[src/rtl/hamming_pkg.sv]
// Shared Hamming SEC-DED helpers. Functions work on maximum-size vectors and
// take the parity-bit count r, so one package serves every legal code size.
package hamming_pkg;

  localparam int RMAX = 6;
  localparam int NMAX = 1 << RMAX;
  localparam int KMAX = NMAX - RMAX - 1;

  typedef enum logic {
    TX_IDLE  = 1'b0,
    TX_SHIFT = 1'b1
  } tx_state_e;

  function automatic logic is_parity_pos(input int p);
    return (p > 0) && ((p & (p - 1)) == 0);
  endfunction

  // Codeword position carrying data bit idx (data fills non-power-of-two slots).
  function automatic int data_pos(input int r, input int idx);
    int cnt;
    int res;
    cnt = 0;
    res = 0;
    for (int p = 1; p < NMAX; p++) begin
      if ((p < (1 << r)) && !is_parity_pos(p)) begin
        if (cnt == idx) res = p;
        cnt++;
      end
    end
    return res;
  endfunction

  function automatic logic [NMAX-1:0] encode(input int r, input logic [KMAX-1:0] data);
    logic [NMAX-1:0] cw;
    logic            par;
    int              idx;
    cw  = '0;
    idx = 0;
    for (int p = 1; p < NMAX; p++) begin
      if ((p < (1 << r)) && !is_parity_pos(p)) begin
        cw[p] = data[idx];
        idx++;
      end
    end
    for (int j = 0; j < RMAX; j++) begin
      if (j < r) begin
        par = 1'b0;
        for (int p = 1; p < NMAX; p++) begin
          if ((p < (1 << r)) && (((p >> j) & 1) == 1) && (p != (1 << j))) par ^= cw[p];
        end
        cw[1 << j] = par;
      end
    end
    // Position 0 is still zero here, so this is the parity of positions 1..N-1.
    cw[0] = ^cw;
    return cw;
  endfunction

  function automatic logic [RMAX-1:0] syndrome(input int r, input logic [NMAX-1:0] cw);
    logic [RMAX-1:0] s;
    s = '0;
    for (int p = 1; p < NMAX; p++) begin
      if ((p < (1 << r)) && cw[p]) s = s ^ RMAX'(p);
    end
    return s;
  endfunction

  function automatic logic overall_parity(input int r, input logic [NMAX-1:0] cw);
    logic q;
    q = 1'b0;
    for (int p = 0; p < NMAX; p++) begin
      if (p < (1 << r)) q ^= cw[p];
    end
    return q;
  endfunction

endpackage

[src/rtl/hamming_secded_dec.sv]
// Combinational SEC-DED decoder: syndrome, overall parity, single-bit fix and
// data extraction for one full frame.
module hamming_secded_dec
  import hamming_pkg::*;
#(
  parameter  int R = 3,
  localparam int N = 1 << R,
  localparam int K = N - R - 1
) (
  input  logic [N-1:0] frame,
  output logic [K-1:0] data,
  output logic [R-1:0] syn,
  output logic         corr,
  output logic         uncorr
);

  logic [NMAX-1:0] frame_ext;
  logic            q;
  logic [N-1:0]    fixed;

  always_comb begin
    frame_ext          = '0;
    frame_ext[N-1:0]   = frame;
    syn                = R'(syndrome(R, frame_ext));
    q                  = overall_parity(R, frame_ext);
  end

  // Odd parity means one flipped bit; s=0 then points at position 0, which carries no data.
  assign corr   = q;
  assign uncorr = !q && (syn != '0);

  always_comb begin
    fixed = frame;
    if (q && (syn != '0)) fixed[syn] = ~frame[syn];
  end

  generate
    for (genvar gi = 0; gi < K; gi++) begin : g_data
      localparam int P = data_pos(R, gi);
      assign data[gi] = fixed[P];
    end
  endgenerate

endmodule

[src/rtl/hamming_secded_link.sv]
// Hamming SEC-DED serial link: TX encode+serialise FSM, RX frame collector,
// registered decode outputs and saturating error counters.
module hamming_secded_link
  import hamming_pkg::*;
#(
  parameter  int R  = 3,
  parameter  int CW = 16,
  localparam int N  = 1 << R,
  localparam int K  = N - R - 1
) (
  input  logic          clk,
  input  logic          rst,
  input  logic [K-1:0]  in_data,
  input  logic          in_valid,
  output logic          in_ready,
  output logic          tx_bit,
  output logic          tx_valid,
  output logic          tx_sof,
  input  logic          rx_bit,
  input  logic          rx_valid,
  input  logic          rx_sof,
  output logic [K-1:0]  out_data,
  output logic          out_valid,
  output logic          out_corr,
  output logic          out_uncorr,
  output logic [R-1:0]  err_pos,
  output logic [CW-1:0] corr_cnt,
  output logic [CW-1:0] uncorr_cnt
);

  localparam logic [R-1:0]  LAST_POS = '1;
  localparam logic [CW-1:0] CNT_MAX  = '1;

  tx_state_e       state_q, state_d;
  logic [R-1:0]    tx_pos_q, tx_pos_d;
  logic [N-1:0]    tx_cw_q, tx_cw_d;
  logic [N-1:0]    enc_cw;
  logic [KMAX-1:0] data_ext;
  logic            tx_last;

  always_comb begin
    data_ext        = '0;
    data_ext[K-1:0] = in_data;
    enc_cw          = N'(encode(R, data_ext));
  end

  assign tx_last  = (state_q == TX_SHIFT) && (tx_pos_q == LAST_POS);
  assign in_ready = (state_q == TX_IDLE) || tx_last;
  assign tx_valid = (state_q == TX_SHIFT);
  assign tx_sof   = tx_valid && (tx_pos_q == '0);
  assign tx_bit   = tx_valid && tx_cw_q[tx_pos_q];

  always_comb begin
    state_d  = state_q;
    tx_pos_d = tx_pos_q;
    tx_cw_d  = tx_cw_q;
    case (state_q)
      TX_IDLE: begin
        if (in_valid) begin
          state_d  = TX_SHIFT;
          tx_pos_d = '0;
          tx_cw_d  = enc_cw;
        end
      end
      TX_SHIFT: begin
        if (tx_last) begin
          // A word taken on the last bit restarts at position 0 with no gap.
          if (in_valid) begin
            tx_pos_d = '0;
            tx_cw_d  = enc_cw;
          end else begin
            state_d = TX_IDLE;
          end
        end else begin
          tx_pos_d = tx_pos_q + 1'b1;
        end
      end
      default: state_d = TX_IDLE;
    endcase
  end

  always_ff @(posedge clk) begin
    if (rst) begin
      state_q  <= TX_IDLE;
      tx_pos_q <= '0;
      tx_cw_q  <= '0;
    end else begin
      state_q  <= state_d;
      tx_pos_q <= tx_pos_d;
      tx_cw_q  <= tx_cw_d;
    end
  end

  logic         rx_open_q, rx_open_d;
  logic [R-1:0] rx_pos_q, rx_pos_d;
  logic [N-1:0] rx_buf_q, rx_buf_d;
  logic         rx_done;

  always_comb begin
    rx_open_d = rx_open_q;
    rx_pos_d  = rx_pos_q;
    rx_buf_d  = rx_buf_q;
    rx_done   = 1'b0;
    if (rx_valid) begin
      if (rx_sof) begin
        rx_buf_d    = '0;
        rx_buf_d[0] = rx_bit;
        rx_pos_d    = R'(1);
        rx_open_d   = 1'b1;
      end else if (rx_open_q) begin
        rx_buf_d[rx_pos_q] = rx_bit;
        rx_pos_d           = rx_pos_q + 1'b1;
        if (rx_pos_q == LAST_POS) begin
          rx_open_d = 1'b0;
          rx_done   = 1'b1;
        end
      end
    end
  end

  logic [K-1:0] dec_data;
  logic [R-1:0] dec_syn;
  logic         dec_corr, dec_uncorr;

  // Decoder sees the buffer including the bit arriving this cycle.
  hamming_secded_dec #(.R(R)) u_dec (
    .frame  (rx_buf_d),
    .data   (dec_data),
    .syn    (dec_syn),
    .corr   (dec_corr),
    .uncorr (dec_uncorr)
  );

  logic [K-1:0]  out_data_q;
  logic          out_valid_q, out_corr_q, out_uncorr_q;
  logic [R-1:0]  err_pos_q;
  logic [CW-1:0] corr_cnt_q, uncorr_cnt_q;

  always_ff @(posedge clk) begin
    if (rst) begin
      rx_open_q    <= 1'b0;
      rx_pos_q     <= '0;
      rx_buf_q     <= '0;
      out_valid_q  <= 1'b0;
      out_data_q   <= '0;
      out_corr_q   <= 1'b0;
      out_uncorr_q <= 1'b0;
      err_pos_q    <= '0;
      corr_cnt_q   <= '0;
      uncorr_cnt_q <= '0;
    end else begin
      rx_open_q   <= rx_open_d;
      rx_pos_q    <= rx_pos_d;
      rx_buf_q    <= rx_buf_d;
      out_valid_q <= rx_done;
      if (rx_done) begin
        out_data_q   <= dec_data;
        out_corr_q   <= dec_corr;
        out_uncorr_q <= dec_uncorr;
        err_pos_q    <= dec_syn;
      end
      if (out_valid_q && out_corr_q && (corr_cnt_q != CNT_MAX))
        corr_cnt_q <= corr_cnt_q + 1'b1;
      if (out_valid_q && out_uncorr_q && (uncorr_cnt_q != CNT_MAX))
        uncorr_cnt_q <= uncorr_cnt_q + 1'b1;
    end
  end

  assign out_data   = out_data_q;
  assign out_valid  = out_valid_q;
  assign out_corr   = out_corr_q;
  assign out_uncorr = out_uncorr_q;
  assign err_pos    = err_pos_q;
  assign corr_cnt   = corr_cnt_q;
  assign uncorr_cnt = uncorr_cnt_q;

endmodule

[config.mk]
export PLATFORM = sky130hd
export DESIGN_NAME = hamming_secded_link
export DESIGN_NICKNAME = d
export VERILOG_FILES = /design/src/rtl/hamming_pkg.sv /design/src/rtl/hamming_secded_dec.sv /design/src/rtl/hamming_secded_link.sv
export SDC_FILE = /design/constraint.sdc
export NUM_CORES = 1
export LEC_CHECK = 0
export BUFFER_PORTS_ARGS = -buffer_cell sky130_fd_sc_hd__buf_2
export CORE_UTILIZATION = 55
export DETAILED_ROUTE_END_ITERATION = 10
export PLACE_DENSITY = 0.77
export SKIP_LAST_GASP = 1
export SYNTH_ARGS = -nofsm -noshare
export SYNTH_HDL_FRONTEND = slang
export SYNTH_HIERARCHICAL = 1
export SYNTH_SLANG_ARGS = --single-unit
[constraint.sdc]
create_clock -name clk -period 3.1 [get_ports clk]
set_input_delay 0.155 -clock clk [delete_from_list [all_inputs] [get_ports clk]]
set_output_delay 0.155 -clock clk [all_outputs]
set_load 0.05 [all_outputs]
* Yosys cells after proc, flatten, opt, wreduce, memory -nomap -nowiden
Index checks and enable logic that the tools add are counted.
** Operators by class
- Add/sub/neg operators :: 4
- Muxes and demuxes :: 39
- Equal/unequal tests :: 5
- Bitwise gates (word level) :: 21
- $lt $le $gt $ge :: 5
- Reductions and logical operators :: 18
- Multipliers :: 0
- Divide/modulo/power cells :: 0
- Shift operators :: 0
** Operator list (number)
- 64-bit parity :: 1
- 8-bit two-way mux :: 6
- 16-bit by 1-bit adder with 16-bit output, second input constant :: 2
- 16-bit inequality test, second input constant :: 2
- 3-bit two-way mux :: 8
- 8-bit bitwise mux :: 2
- 8-bit one-hot mux with 2 select lines :: 1
- 1-bit two-way mux :: 14
- 1-bit XOR :: 13
- 3-bit by 4-bit less-than comparator with 1-bit output, second input constant :: 3
- 1-bit logical AND :: 11
- 3-bit by 1-bit adder with 3-bit output, second input constant :: 2
- 1-bit binary-select mux with 3-bit select :: 2
- 1-bit demux with 3-bit select :: 2
- 3-bit equality test, second input constant :: 2
- 3-bit by 1-bit greater-or-equal comparator with 1-bit output, second input constant :: 2
- 2-bit NOT :: 3
- 3-bit one-hot mux with 2 select lines :: 1
- 2-bit two-way mux :: 2
- 3-bit zero test :: 1
- 3-bit NOT :: 1
- 3-bit nonzero test :: 1
- 2-bit by 1-bit inequality test with 1-bit output, second input constant :: 1
- 1-bit NOT :: 2
- 6 further kinds :: 7
** Storage, ports and cells
- ROM bits :: 0
- Bits in latches :: 0
- Logic and storage cells :: 105
- RAM bits :: 0
- Bits in registers :: 66
- Memories kept :: 0

* Depth between registers and ports, before layout
- Depth after elaboration :: 25
- Mapped depth :: 13
- Mapped depth without buffers :: 11

* Modules after synthesis
The synthesis kept the hierarchy.
** By module, submodules not included
- hamming_secded_link :: area an instance 3174.3 sq um, cells each 374, times used 1, seq. area each 1321.3 sq um
- hamming_secded_dec :: area an instance 573.0 sq um, cells each 78, times used 1, seq. area each 0.0 sq um

* Least setup slack after synthesis
No wires, ideal clock.
- Path kind :: register to register
- From :: register rx_pos_q[0]
- To :: register out_data_q[0] (netlist: out_data[0])
- Path slack :: 0.295 ns
- Period minus slack after synthesis :: 2.805 ns
- Stages on the path, launching flop included :: 13
- Setup time :: 0.132 ns
- Path buffers :: 2
- Required time :: 2.968 ns
- Arrival time :: 2.673 ns
- Path through :: dfxtp_1 -> clkbuf_1 -> nor4bb_1 -> mux2i_1 -> o22ai_1 -> buf_6 -> xor2_4 -> xnor2_1 -> nor4b_4 -> mux2i_1 -> o311ai_1 -> nand2_1 -> a21oi_1
** Between the ends
- Longest elaborated chain between the ends :: 24
- Elaborated cells between the ends (all ways) :: 44
- Those cells by class :: 4 x order compare; 1 x eq/ne; 23 x mux; 12 x bitwise; 4 x reduce/logical
** RTL lines
- start: declaration :: line hamming_secded_link.sv:95 : logic [R-1:0] rx_pos_q, rx_pos_d;
- start signal: assignment :: line hamming_secded_link.sv:153 : rx_pos_q <= rx_pos_d;
- 3-bit by 4-bit less-than comparator with 1-bit output (not written as such) or 3-bit by 1-bit greater-or-equal comparator with 1-bit output (tied branches) :: line hamming_secded_link.sv:111 : rx_buf_d[rx_pos_q] = rx_bit;
- 1-bit logical AND (not written as such) :: line hamming_secded_link.sv:111
- 1-bit two-way mux (not written as such) :: line hamming_secded_link.sv:111
- 1-bit demux with 3-bit select * :: line hamming_secded_link.sv:111
- 8-bit bitwise mux * :: line hamming_secded_link.sv:111
- 8-bit two-way mux * :: line hamming_secded_link.sv:110 : end else if (rx_open_q) begin
- 8-bit two-way mux * :: line hamming_secded_link.sv:105 : if (rx_sof) begin
- 8-bit two-way mux * :: line hamming_secded_link.sv:104 : if (rx_valid) begin
- via rx_buf_d[1] :: line hamming_secded_link.sv:96 : logic [N-1:0] rx_buf_q, rx_buf_d;
- [10 not listed]
- via dec_syn[0] :: line hamming_secded_link.sv:122 : logic [R-1:0] dec_syn;
- 3-bit by 4-bit less-than comparator with 1-bit output (not written as such) or 3-bit by 1-bit greater-or-equal comparator with 1-bit output (tied branches) :: line hamming_secded_dec.sv:34 : if (q && (syn != '0)) fixed[syn] = ~frame[syn];
- 1-bit logical AND (not written as such) :: line hamming_secded_dec.sv:34
- 1-bit two-way mux (not written as such) :: line hamming_secded_dec.sv:34
- 1-bit demux with 3-bit select
- 8-bit bitwise mux :: line hamming_secded_dec.sv:34
- 8-bit two-way mux * :: line hamming_secded_dec.sv:34
- via dec_data[0] :: line hamming_secded_link.sv:121 : logic [K-1:0] dec_data;
- end signal: assignment :: line hamming_secded_link.sv:157 : out_data_q <= dec_data;
- end: declaration :: line hamming_secded_link.sv:134 : logic [K-1:0] out_data_q;
The timed path passes the listed nets; every way through them passes the cells marked *. The select of a mux whose other input is x is not followed.
A chain may end at the register's enable or synchronous reset.

* Worst setup path after layout
- From :: register rx_pos_q[2]
- To :: register out_data_q[0] (netlist: out_data[0])
** Between the ends
- Elaborated cells between the ends (all ways) :: 44
- Those cells by class :: 4 x order compare; 1 x eq/ne; 23 x mux; 12 x bitwise; 4 x reduce/logical
** RTL lines (line)
- 3-bit by 4-bit less-than comparator with 1-bit output (not written as such) or 3-bit by 1-bit greater-or-equal comparator with 1-bit output (tied branches) :: hamming_secded_link.sv:111
- 1-bit logical AND (not written as such) :: hamming_secded_link.sv:111
- 1-bit two-way mux (not written as such) :: hamming_secded_link.sv:111
- 1-bit demux with 3-bit select * :: hamming_secded_link.sv:111
- 8-bit bitwise mux * :: hamming_secded_link.sv:111
- 8-bit two-way mux * :: hamming_secded_link.sv:110
- 8-bit two-way mux * :: hamming_secded_link.sv:105
- 8-bit two-way mux * :: hamming_secded_link.sv:104
- via rx_buf_d[4] :: hamming_secded_link.sv:96
- [7 not listed]
- via dec_syn[2] :: hamming_secded_link.sv:122
- 3-bit by 4-bit less-than comparator with 1-bit output (not written as such) or 3-bit by 1-bit greater-or-equal comparator with 1-bit output (tied branches) :: hamming_secded_dec.sv:34
- 1-bit logical AND (not written as such) :: hamming_secded_dec.sv:34
- 1-bit two-way mux (not written as such) :: hamming_secded_dec.sv:34
- 1-bit demux with 3-bit select
- 8-bit bitwise mux :: hamming_secded_dec.sv:34
- 8-bit two-way mux * :: hamming_secded_dec.sv:34
- via dec_data[0] :: hamming_secded_link.sv:121
Marks and branches as above.

==> run_results.csv <==
group,metric,value,unit
critical_path,cp_slowest_cell,"dfxtp_1",
detailed_routing,avgViaCountPerCell,6.091,
cts,ctsResizeCount,0,
cts,cts_hold_buf,0,
synthesis,synth-xor-area-share,6.411,%
final_layout,fillers,568,
critical_path,path_delay_family,"simple AND/OR/NAND/NOR gates",
synthesis,ys.flop_type,"dfxtp_1",
synthesis,ys_types,60,
synthesis,async_flop_share,0,%
floorplanning,die_h,84.55,um
floorplanning,start_util,58.02,%
timing,fmax,345.9,MHz
flow_run,maxCapViolCount,0,
place,io_buffers,55,
timing,setup_violations,0,
place,pre_cts_ws,263.4,ps
cts,clk_latency,340,ps
cts,post_cts.repair.setup_buffers,0,
critical_path,slowest_delay,490,ps
critical_path,r2r_slack,210,ps
timing,period_share,93.26,%
floorplanning,core_area,6459,um2
synthesis,synth_area,3747,um2
timing,tns,0,ps
pwr,power_density,416.0,nW/um2
place,hpwlAfterDp,5.819,mm
global_routing,first_global_vias,3303,
synthesis,synth_fa_ha_area_share,2.337,%
detailed_routing,wl_met2,3.980,mm
synthesis,synth_edf_count,0,
critical_path,ff2ff_path_depth,11,
final_layout,nets,517,
final_layout,ff_latch_area,1321,um2
synthesis,synth-simple-area-share,28.81,%
global_routing,grt_use_total,25.41,%
detailed_routing,drt_iter0_markers,184,
timing,tightest_slew,646.9,ps
critical_path,cp-end-kind,"register",
critical_path,required,3310,ps
hold_path,hold_path_class,"input port to register",
global_routing,antenna_found_initial,0,
detailed_routing,dr.pass1.iters,8,
critical_path,rr_endpoint,"out_data[0]$_SDFFE_PP0P_",
critical_path,path_depth,11,
status,outcome,"complete, but fails checks",
synthesis,synth_compound_area_share,17.30,%
timing,worst_slack,208.9,ps
global_routing,grt_pass1_wl,14.90,mm
cts,path_clk_slew,70,ps
critical_path,critPathBufInv,1,
cts,cts_buffer_depth,2,
final_layout,drive_gt1_share,19.21,%
critical_path,critPathKind,"register to register",
floorplanning,die_area,7148,um2
synthesis,synth_seq_cells,66,
synthesis,ys_seq_area_share,35.26,%
synthesis,syn_nets,469,
floorplanning,fp.dieW,84.55,um
detailed_routing,wl_per_cell,14.58,um
pwr,ir_drop,0.2801,mV
timing,period_minus_slack,2891,ps
timing,worst_clock_skew,7.530,ps
detailed_routing,drc,6,
detailed_routing,dr.max_layer_used,"met4",
timing,slew_headroom,56.47,%
cts,tritoncts,"yes",
synthesis,synth_top_family_by_area,"simple AND/OR/NAND/NOR gates",
critical_path,crit_arrival,3100,ps
cts,clock-sinks,66,
floorplanning,num_io_pins,56,
global_routing,grt_remaining_overflow,0,
detailed_routing,vias,3545,
critical_path,crit_chain,"nor4bb_1, mux2i_1, o22ai_1, xnor2_2, xnor2_2, inv_1, nor4b_4, mux2i_1, o311ai_1, nand2_1, a21oi_1",
critical_path,reg2reg_from,"rx_pos_q[2]$_SDFFE_PP0P_",
detailed_routing,wirelength,8.483,mm
detailed_routing,wirelength_met1,3.912,mm
final_layout,antenna_cells,0,
global_routing,grt_start_max_net_pins,35,
timing,rsz0062_at_grt,"false",
final_layout,syn_to_final_growth,14.32,%
synthesis,muxShareOfSynthArea,4.808,%
cts,cts_root_buffer,"clkbuf_8",
floorplanning,rows,29,
critical_path,cp_max_fo,10,
place,place.gp.congestion,0.8419,
synthesis,synthCells,452,
pwr,p_total,0.001782,W
final_layout,multi_input_area,2236,um2
detailed_routing,met3_length,481,um
pwr,cellLeakagePower,1.629,nW
critical_path,critPathLaunchType,"register",
detailed_routing,ant_nets,0,
hold_path,min_path_cells,3,
hold_path,worstHoldStart,"in_data[2]",
synthesis,yosys_warnings,6,
status,violations,"DRC",
timing,hold_viol_final,0,
hold_path,holdPathEnd,"tx_cw_q[6]$_SDFFE_PP0P_",
synthesis,syn_area_per_cell,8.291,um2
cts,cts_max_level,3,
cts,cts_buffers,9,
timing,finalMaxSlewViolations,0,
==> sequential cells by signal, indices dropped and copies added, names as in the netlist <==
signal and count:
uncorr_cnt 16, tx_pos_q 3, rx_open_q 1, rx_buf_q 8, out_corr 1, rx_pos_q 3, tx_valid 1, out_data 4
tx_cw_q 8, out_valid 1, out_uncorr 1, corr_cnt 16, err_pos 3
==> placed cells by master (no fill, tap or decap), types with 10 or more instances in the layout <==
cell type,count
nand4_1,11
inv_1,18
o21ai_0,12
buf_2,55
xnor2_1,13
a21oi_1,37
dfxtp_1,66
clkbuf_8,10
nor3_1,12
and2_1,13
nand3_1,28
nor2_1,29
nand2_1,47
buf_4,10
==> final cells by class <==
| class | instances | share of cell area (%) |
|---|---|---|
| clock inverters | 2 | 1.402 |
| flip-flops and latches | 66 | 30.84 |
| multi-input cells | 340 | 52.19 |
| repair buffers | 65 | 8.178 |
| inverters | 18 | 1.577 |
| well taps | 77 | 2.249 |
| clock buffers | 14 | 3.563 |
==> per-stage QoR <==
stage               instance area, um2  instances  hold WS (ps)  utilization [%]
floorplan                         3747        452         302.5                -
global placement                  4071        566         439.8            63.04
detailed placement                4071        566         445.7            63.04
CTS                               4284        582         91.80            66.33
global route                      4284        582         94.37            66.33
finish                            4284        582         103.1            66.33
==> power breakdown <==
part | switching [W] | internal (W) | total [W]
Sequential | 0.0000118 | 0.000860 | 0.000872
Clock | 0.000321 | 0.000477 | 0.000799
Combinational | 0.0000710 | 0.0000411 | 0.000112
==> cell usage after synthesis (all sizes together), types with 2 or more instances <==
| master | number | area [um2] |
|---|---|---|
| nand3 | 28 | 140.1 |
| nand4 | 12 | 81.33 |
| nand2b | 2 | 12.51 |
| inv | 18 | 67.56 |
| xnor2 | 18 | 195.2 |
| nor2 | 29 | 108.9 |
| mux4 | 2 | 45.04 |
| o21ai | 12 | 60.06 |
| nor4b | 3 | 47.54 |
| and2 | 13 | 81.33 |
| nor2b | 6 | 37.54 |
| or4 | 7 | 52.55 |
| nor4bb | 3 | 30.03 |
| a21oi | 37 | 185.2 |
| mux2 | 4 | 45.04 |
| and3 | 5 | 31.28 |
| or2 | 2 | 12.51 |
| o22ai | 6 | 37.54 |
| nand2 | 47 | 176.4 |
| dfxtp | 66 | 1321 |
| o31a | 2 | 17.52 |
| o41ai | 7 | 61.31 |
| mux2i | 9 | 90.09 |
| ha | 7 | 87.58 |
| a22oi | 3 | 22.52 |
| a31oi | 9 | 56.30 |
| buf | 10 | 55.05 |
| and4 | 3 | 26.28 |
| o21a | 2 | 15.01 |
| nand4b | 3 | 26.28 |
| xor2 | 3 | 45.05 |
| or3 | 8 | 50.05 |
| o31ai | 5 | 37.54 |
| nor4 | 9 | 68.81 |
| o311ai | 5 | 43.79 |
| nor3 | 12 | 60.06 |
| clkbuf | 18 | 67.56 |
| a211oi | 4 | 30.03 |
==> worst register-to-register path: cells and delay by family (launching register included) <==
family	cells	cell delay [ps]
and+or+nand+nor	3	760
xor gates and xnor gates	2	460
DFF	1	490
AOI/OAI and AO/OA	3	600
muxes	2	340
buffers and inverters	1	140
==> cells by family after synthesis <==
group,Yosys count
multiplexers,15
buffers and inverters,46
XOR/XNOR,21
AND/OR/NAND/NOR,196
AO/OA/AOI/OAI,101
adder cells (fa/ha/maj),7
flip-flops,66
==> per-layer routing <==
metal  vias to the layer above  track usage [%]
met5                         -                0
li1                       1758                -
met1                      1677            33.81
met4                         0            8.937
met2                       100            40.80
met3                        10            5.605
==> how the worst max path moves through the flow <==
stage | to | start | slack [ps]
floorplan | out_data[0]$_SDFFE_PP0P_ | rx_pos_q[0]$_SDFFE_PP0P_ | 300
global placement | out_data[0]$_SDFFE_PP0P_ | rx_pos_q[0]$_SDFFE_PP0P_ | 370
detailed placement | out_data[0]$_SDFFE_PP0P_ | rx_pos_q[0]$_SDFFE_PP0P_ | 260
CTS | out_data[0]$_SDFFE_PP0P_ | rx_pos_q[2]$_SDFFE_PP0P_ | 250
global route | out_data[0]$_SDFFE_PP0P_ | rx_pos_q[0]$_SDFFE_PP0P_ | 30
finish | out_data[0]$_SDFFE_PP0P_ | rx_pos_q[2]$_SDFFE_PP0P_ | 210
Note: power is estimated with default switching activity, not from simulation.
